**src/rtl/mmio_responder.sv**
```systemverilog
// mmio_responder: one-page memory-mapped peripheral on the CPU load/store port.
// Holds a console TX byte FIFO (valid/ready drain), a free-running machine timer
// with a compare interrupt, and a scratch register. Loads are combinational and
// stores commit on the rising clock edge.
module mmio_responder #(
  parameter logic [31:0] BASE       = 32'h1000_0000,
  parameter int          FIFO_DEPTH = 8
) (
  input  logic        clock,
  input  logic        reset,
  input  logic [31:0] address_i,
  input  logic        unsigned_i,
  input  logic [1:0]  size_i,
  input  logic [31:0] data_i,
  input  logic        wr_enable_i,
  output logic [31:0] output_o,
  output logic        tx_valid_o,
  output logic [7:0]  tx_data_o,
  input  logic        tx_ready_i,
  output logic        timer_irq_o
);

  localparam int PW = (FIFO_DEPTH > 1) ? $clog2(FIFO_DEPTH) : 1;
  localparam int CW = PW + 1;

  localparam logic [5:0] REG_TXDATA   = 6'h00;
  localparam logic [5:0] REG_STATUS   = 6'h01;
  localparam logic [5:0] REG_MTIME    = 6'h02;
  localparam logic [5:0] REG_MTIMECMP = 6'h03;
  localparam logic [5:0] REG_SCRATCH  = 6'h04;

  localparam logic [1:0] SZ_BYTE = 2'b00;
  localparam logic [1:0] SZ_HALF = 2'b01;
  localparam logic [1:0] SZ_WORD = 2'b10;

  // Byte lanes touched by an access of the given size at the given low address bits.
  function automatic logic [3:0] lane_mask(input logic [1:0] size, input logic [1:0] lo);
    case (size)
      SZ_BYTE: lane_mask = 4'b0001 << lo;
      SZ_HALF: lane_mask = lo[1] ? 4'b1100 : 4'b0011;
      default: lane_mask = 4'b1111;
    endcase
  endfunction

  // Replace only the masked byte lanes of old with the matching lanes of wdata.
  function automatic logic [31:0] lane_merge(input logic [31:0] old, input logic [31:0] wdata,
                                             input logic [3:0] mask);
    for (int i = 0; i < 4; i++)
      lane_merge[8*i +: 8] = mask[i] ? wdata[8*i +: 8] : old[8*i +: 8];
  endfunction

  // Pull the addressed lane out of a register word and zero- or sign-extend it.
  function automatic logic [31:0] lane_extract(input logic [31:0] word, input logic [1:0] size,
                                               input logic [1:0] lo, input logic uns);
    logic [31:0]        sh;
    logic signed [7:0]  b;
    logic signed [15:0] h;
    sh = word >> {lo, 3'b000};
    b  = sh[7:0];
    h  = sh[15:0];
    case (size)
      SZ_BYTE: lane_extract = uns ? {24'b0, sh[7:0]}  : 32'(b);
      SZ_HALF: lane_extract = uns ? {16'b0, sh[15:0]} : 32'(h);
      default: lane_extract = word;
    endcase
  endfunction

  logic          in_win, aligned, acc_ok, wr_ok;
  logic [5:0]    reg_sel;
  logic [3:0]    wmask;
  logic [31:0]   wdata;

  logic [7:0]    mem_q [FIFO_DEPTH];
  logic [PW-1:0] wptr_q, wptr_d, rptr_q, rptr_d;
  logic [CW-1:0] count_q, count_d;
  logic          ovf_q, ovf_d;
  logic          full, empty, push_req, push, pop;

  logic [31:0]   mtime_q, mtime_d, mtimecmp_q, mtimecmp_d, scratch_q, scratch_d;
  logic [31:0]   status, rd_word;

  assign in_win  = (address_i[31:8] == BASE[31:8]);
  assign reg_sel = address_i[7:2];
  assign wmask   = lane_mask(size_i, address_i[1:0]);
  assign acc_ok  = in_win && aligned;
  assign wr_ok   = wr_enable_i && acc_ok;

  // Alignment/size legality and lane-replicated store data.
  always_comb begin
    aligned = 1'b0;
    wdata   = data_i;
    case (size_i)
      SZ_BYTE: begin aligned = 1'b1;                     wdata = {4{data_i[7:0]}};  end
      SZ_HALF: begin aligned = ~address_i[0];            wdata = {2{data_i[15:0]}}; end
      SZ_WORD: begin aligned = (address_i[1:0] == 2'b00); wdata = data_i;           end
      default: begin aligned = 1'b0;                     wdata = data_i;            end
    endcase
  end

  assign full     = (count_q == CW'(FIFO_DEPTH));
  assign empty    = (count_q == '0);
  assign push_req = wr_ok && (reg_sel == REG_TXDATA);
  assign push     = push_req && !full;
  assign pop      = !empty && tx_ready_i;

  // FIFO pointer/count/overflow next state; an overflowing push beats a clear.
  always_comb begin
    wptr_d  = push ? wptr_q + PW'(1) : wptr_q;
    rptr_d  = pop  ? rptr_q + PW'(1) : rptr_q;
    count_d = count_q;
    case ({push, pop})
      2'b10:   count_d = count_q + CW'(1);
      2'b01:   count_d = count_q - CW'(1);
      default: count_d = count_q;
    endcase
    ovf_d = ovf_q;
    if (wr_ok && (reg_sel == REG_STATUS) && data_i[2]) ovf_d = 1'b0;
    if (push_req && full)                              ovf_d = 1'b1;
  end

  // Timer and scratch next state; a store to MTIME merges over the incremented value.
  always_comb begin
    mtime_d    = mtime_q + 32'd1;
    mtimecmp_d = mtimecmp_q;
    scratch_d  = scratch_q;
    if (wr_ok) begin
      case (reg_sel)
        REG_MTIME:    mtime_d    = lane_merge(mtime_q + 32'd1, wdata, wmask);
        REG_MTIMECMP: mtimecmp_d = lane_merge(mtimecmp_q, wdata, wmask);
        REG_SCRATCH:  scratch_d  = lane_merge(scratch_q, wdata, wmask);
        default:      ;
      endcase
    end
  end

  // Control and architectural registers with synchronous reset.
  always_ff @(posedge clock) begin
    if (reset) begin
      wptr_q     <= '0;
      rptr_q     <= '0;
      count_q    <= '0;
      ovf_q      <= 1'b0;
      mtime_q    <= 32'h0000_0000;
      mtimecmp_q <= 32'hFFFF_FFFF;
      scratch_q  <= 32'h0000_0000;
    end else begin
      wptr_q     <= wptr_d;
      rptr_q     <= rptr_d;
      count_q    <= count_d;
      ovf_q      <= ovf_d;
      mtime_q    <= mtime_d;
      mtimecmp_q <= mtimecmp_d;
      scratch_q  <= scratch_d;
    end
  end

  // FIFO storage; contents are meaningless until the pointers say otherwise.
  always_ff @(posedge clock) begin
    if (push) mem_q[wptr_q] <= data_i[7:0];
  end

  assign status = {16'b0, 8'(count_q), 5'b0, ovf_q, empty, full};

  // Load path: select the register word, then extract the addressed lane.
  always_comb begin
    rd_word = 32'h0;
    case (reg_sel)
      REG_STATUS:   rd_word = status;
      REG_MTIME:    rd_word = mtime_q;
      REG_MTIMECMP: rd_word = mtimecmp_q;
      REG_SCRATCH:  rd_word = scratch_q;
      default:      rd_word = 32'h0;
    endcase
    output_o = acc_ok ? lane_extract(rd_word, size_i, address_i[1:0], unsigned_i) : 32'h0;
  end

  assign tx_valid_o  = !empty;
  assign tx_data_o   = mem_q[rptr_q];
  assign timer_irq_o = (mtime_q >= mtimecmp_q);

endmodule
```
**config.mk**
```make
export PLATFORM = sky130hd
export DESIGN_NAME = mmio_responder
export DESIGN_NICKNAME = d
export VERILOG_FILES = /design/src/rtl/mmio_responder.sv
export SDC_FILE = /design/constraint.sdc
export NUM_CORES = 1
export LEC_CHECK = 0
export ABC_AREA = 1
export ABC_CLOCK_PERIOD_IN_PS = 3000
export BUFFER_PORTS_ARGS = -buffer_cell sky130_fd_sc_hd__buf_4
export CAP_MARGIN = 20
export CORE_AREA = 2 2 137 139
export DETAILED_ROUTE_END_ITERATION = 8
export DIE_AREA = 0 0 139 141
export PLACE_DENSITY = 0.77
export SYNTH_ARGS = -nofsm -noshare
export SYNTH_HDL_FRONTEND = slang
export SYNTH_SLANG_ARGS = --single-unit
```
**constraint.sdc**
```tcl
create_clock -name clock -period 3 [get_ports clock]
set_clock_uncertainty 0.15 [all_clocks]
set_input_delay 0.3 -clock clock [delete_from_list [all_inputs] [get_ports clock]]
set_output_delay 0.3 -clock clock [all_outputs]
set_load 0.005 [all_outputs]
```
==> Implementation_results.wiki <==
{| class="wikitable"
! Metric !! Value
|-
| Status || finished clean
|-
| Mapped Area || 10700 µm²
|-
| Area used by sequential logic in the layout || ~4100 µm²
|-
| Num Clock Sinks || 174
|-
| Clk slew on worst S/H paths || approximately 0.080 ns
|-
| Root buffer selected by CTS || sky130_fd_sc_hd__clkbuf_16
|-
| Fraction of the yosys area taken by sequential cells || 0.386
|-
| Top-Level Pins || about 110
|-
| Horizontal die dimension || 139 µm
|-
| Critical Path Start Type || flop
|-
| DRC violation count after routing || 0
|-
| Worst hold path type || primary input to flop
|-
| Avg Cell Area, Syn || 7.14 µm²
|-
| Critical setup path kind || flop to primary output
|-
| Highest metal layer used by the detailed router || met4
|-
| Worst IR Drop VDD || 0.000414 V
|-
| Final ANT Viol Nets || 0
|-
| Proportion of register bits with asynchronous set or reset after synthesis || 0
|-
| Library cell with the highest instance count after synthesis || sky130_fd_sc_hd__nand2_1
|-
| Total leakage power || 5.85 nW
|-
| Slew Limit Fails || 0
|-
| Number of global-route vias before repair || 9841
|-
| Warning count from the yosys run || 0
|-
| CTS tree || built
|-
| Average vias per placed instance || 5.76
|-
| Via count || 10.7k
|-
| Count of fill cells added during filler insertion || 1571
|-
| Final layout net count || ~1.7k
|-
| Reg-to-reg slack, setup || 0.39 ns
|-
| Worst setup timing slack at the placement stage || 0.260 ns
|-
| CTS HTree Levels || 4
|-
| Post-synthesis sequential element count || 174
|-
| Worst Tran Pin Value || ~0.67 ns
|-
| WL final || 34.4 mm
|-
| Maximum fanout count along the critical path || 3
|-
| Wire length of the first global-routing pass || about 53 mm
|-
| Post-synthesis cell count || roughly 1.5k
|-
| Setup fix buffers added after clock tree synthesis || 0
|-
| Grt total ovfl || 0
|-
| Clock latency reported for the late side of the worst-skew pair || 0.45 ns
|-
| Post-cts sizing count || 0
|-
| Initial standard-cell utilization of the core || 0.585
|-
| FMAX || 360 MHz
|-
| Wire length per cell || roughly 19 µm
|-
| FF-to-FF path depth || 12
|-
| Overall Global Routing Usage || 0.347
|-
| Power density of the placed cells || 492 nW/µm²
|-
| Floorplan row count || 50
|-
| Main area contributors after synthesis || sky130_fd_sc_hd__dfxtp_1 (21%), sky130_fd_sc_hd__edfxtp_1 (18%), sky130_fd_sc_hd__nand2_1 (9.1%)
|-
| Number of DRC markers after the initial detailed-route iteration || 1209
|-
| Worst hold path depth || 3
|-
| Cts bufs inserted || 17
|-
| Unrepaired setup endpoints after global routing || false
|-
| Buffers on Ports || 112
|-
| Crit path capture || timer_irq_o
|-
| Total negative setup slack || 0 ns
|-
| Worst reg2reg path endpoint || mtime_q[26]
|-
| Top flip-flop cell by instance count after synthesis || sky130_fd_sc_hd__dfxtp_1
|-
| Largest area contributor in the synthesized netlist || sky130_fd_sc_hd__dfxtp_1
|-
| Netlist cell types || between 40 and 50
|-
| Post-synth top area share || 0.206
|-
| Max Root-Sink Buffers || 2
|-
| CP Data Required Time || 2.55 ns
|-
| Setup slack of the critical path after layout || 0.225 ns
|-
| Pin count of the biggest net entering global routing || 68
|-
| First element of the critical path || mtimecmp_q[31]
|-
| Post-synth EDFFs || 64
|-
| Total Power Consumption || 6.12 mW
|-
| Metal2 WL || 15.7 mm
|-
| Hold violation total from the final report || 0
|-
| List of most frequent post-synthesis cells || sky130_fd_sc_hd__nand2_1 (260), sky130_fd_sc_hd__nor2_1 (227), sky130_fd_sc_hd__inv_1 (226)
|-
| Y dimension of the die || 141 µm
|-
| Hpwl dp || 25.7 mm
|-
| Period Utilization, post-route || 0.925
|-
| Clock period minus worst slack || around 2.8 ns
|-
| Setup-violating endpoint count in the final report || 0
|-
| Core Footprint || approximately 18000 µm²
|-
| Ant diodes || 0
|-
| Launch instance of the worst register-to-register path || mtime_q[1]
|-
| Proportion of layout cells with a drive suffix above 1 || 0.156
|-
| Number of nets in the synthesized netlist || around 1.6k
|-
| Placer congestion estimate || 1.06
|-
| Area added between synthesis and finish || 16.4%
|-
| Slew Limit Headroom || 0.551
|-
| Data arrival time at the worst-slack endpoint || 2.33 ns
|-
| Met3 wire length || 3.36 mm
|-
| First drt pass iteration count || 6
|-
| Max-cap viol count || 0
|-
| M1 WL || 13.5 mm
|-
| Number of antenna violations at the first check in global routing || 0
|-
| Die area || just under 20000 µm²
|-
| Multi-input combinational cell area || 5370 µm²
|-
| Type of element capturing the critical path || primary output
|-
| Source of the worst hold timing path || data_i[8]
|}
per-stage QoR:
stage               utilization  hold slack, ns  instances  instance area (µm²)
finish                    0.681          0.0131       1857                12400
global route              0.681          0.0157       1857                12400
CTS                       0.680         0.00128       1856                12400
detailed placement        0.646           0.294       1823                11800
global placement          0.646           0.280       1823                11800
floorplan                     -           0.249       1496                10700
cell families (layout without fill, tap and decap cells):
| group | after synthesis | count (layout) | synth area share |
|---|---|---|---|
| compound gates | 315 | 315 | 0.167 |
| buf+inv | 288 | 415 | 0.111 |
| flops | 174 | 174 | 0.386 |
| fa+ha+maj | 38 | 38 | 0.0445 |
| simple gates | 661 | 661 | 0.275 |
| xor+xnor | 20 | 20 | 0.0164 |
per-layer routing:
layer,track usage,up-vias
met5,0,-
met4,0.177,0
met3,0.0486,127
met2,0.576,605
met1,0.445,4843
li1,-,5127
report_power, final:
part	total [mW]	switching [mW]	internal, mW
Sequential	2.54	0.0486	2.49
Clock	2.30	1.16	1.15
Combinational	1.28	0.793	0.486
worst max-delay path, stage by stage (launching register included):
cell,delay [ns]
sky130_fd_sc_hd__dfxtp_1,0.43
sky130_fd_sc_hd__inv_1,0.07
sky130_fd_sc_hd__ha_1,0.29
sky130_fd_sc_hd__nand2_1,0.07
sky130_fd_sc_hd__nor2_1,0.13
sky130_fd_sc_hd__nand2_1,0.12
sky130_fd_sc_hd__nor4_1,0.21
sky130_fd_sc_hd__buf_4,0.20
sky130_fd_sc_hd__nand4_1,0.08
sky130_fd_sc_hd__nand3_1,0.15
sky130_fd_sc_hd__buf_4,0.13
flip-flops by register name, summed over array words and instances, names as in the netlist, named ones only:
signal      cells
mtime_q        32
count_q         4
ovf_q           1
wptr_q          3
scratch_q      32
rptr_q          3
mem_q          64
mtimecmp_q     32
cell usage in the layout, fill, tap and decap left out, types with 5 or more instances in the layout:
cell type,Yosys,final
sky130_fd_sc_hd__a21oi_1,87,87
sky130_fd_sc_hd__a22o_1,7,7
sky130_fd_sc_hd__a31oi_1,9,9
sky130_fd_sc_hd__buf_4,3,146
sky130_fd_sc_hd__clkbuf_16,0,17
sky130_fd_sc_hd__dfxtp_1,110,110
sky130_fd_sc_hd__edfxtp_1,64,64
sky130_fd_sc_hd__ha_1,38,38
sky130_fd_sc_hd__inv_1,226,225
sky130_fd_sc_hd__inv_2,4,5
sky130_fd_sc_hd__nand2_1,260,260
sky130_fd_sc_hd__nand2_2,7,7
sky130_fd_sc_hd__nand2_4,6,6
sky130_fd_sc_hd__nand3_1,55,55
sky130_fd_sc_hd__nand4_1,27,27
sky130_fd_sc_hd__nor2_1,227,227
sky130_fd_sc_hd__nor2_2,19,19
sky130_fd_sc_hd__nor2_4,5,5
sky130_fd_sc_hd__nor3_1,23,23
sky130_fd_sc_hd__nor4_1,7,7
sky130_fd_sc_hd__o211ai_1,17,17
sky130_fd_sc_hd__o211ai_2,8,8
sky130_fd_sc_hd__o21ai_0,116,116
sky130_fd_sc_hd__o21ai_1,41,41
sky130_fd_sc_hd__o221ai_1,7,7
sky130_fd_sc_hd__o22ai_1,15,15
sky130_fd_sc_hd__or2_2,11,11
sky130_fd_sc_hd__xnor2_1,5,5
sky130_fd_sc_hd__xor2_1,15,15
repair_timing:
action / CTS / global route
endpoints found under the hold margin: 8 / 6
hold buffers: 1 / 1
endpoints found under the setup margin: 0 / 0
layout make-up:
| class | count | share of cell area |
|---|---|---|
| Multi-Input combinational cell | 1034 | 0.432 |
| Sequential cell | 174 | 0.332 |
| Timing Repair Buffer | 149 | 0.0914 |
| Inverter | 234 | 0.0718 |
| Clock buffer | 17 | 0.0342 |
| Tap cell | 234 | 0.0236 |
| Clock inverter | 15 | 0.0154 |
how the worst min path moves through the flow:
stage	end	slack, ns
floorplan	mem_q[0][0]	0.25
global placement	rptr_q[2]	0.28
detailed placement	rptr_q[2]	0.29
CTS	mem_q[2][0]	0.001
finish	mtimecmp_q[8]	0.01
global route	mem_q[7][7]	0.02
(Power assumes the default switching activity.)
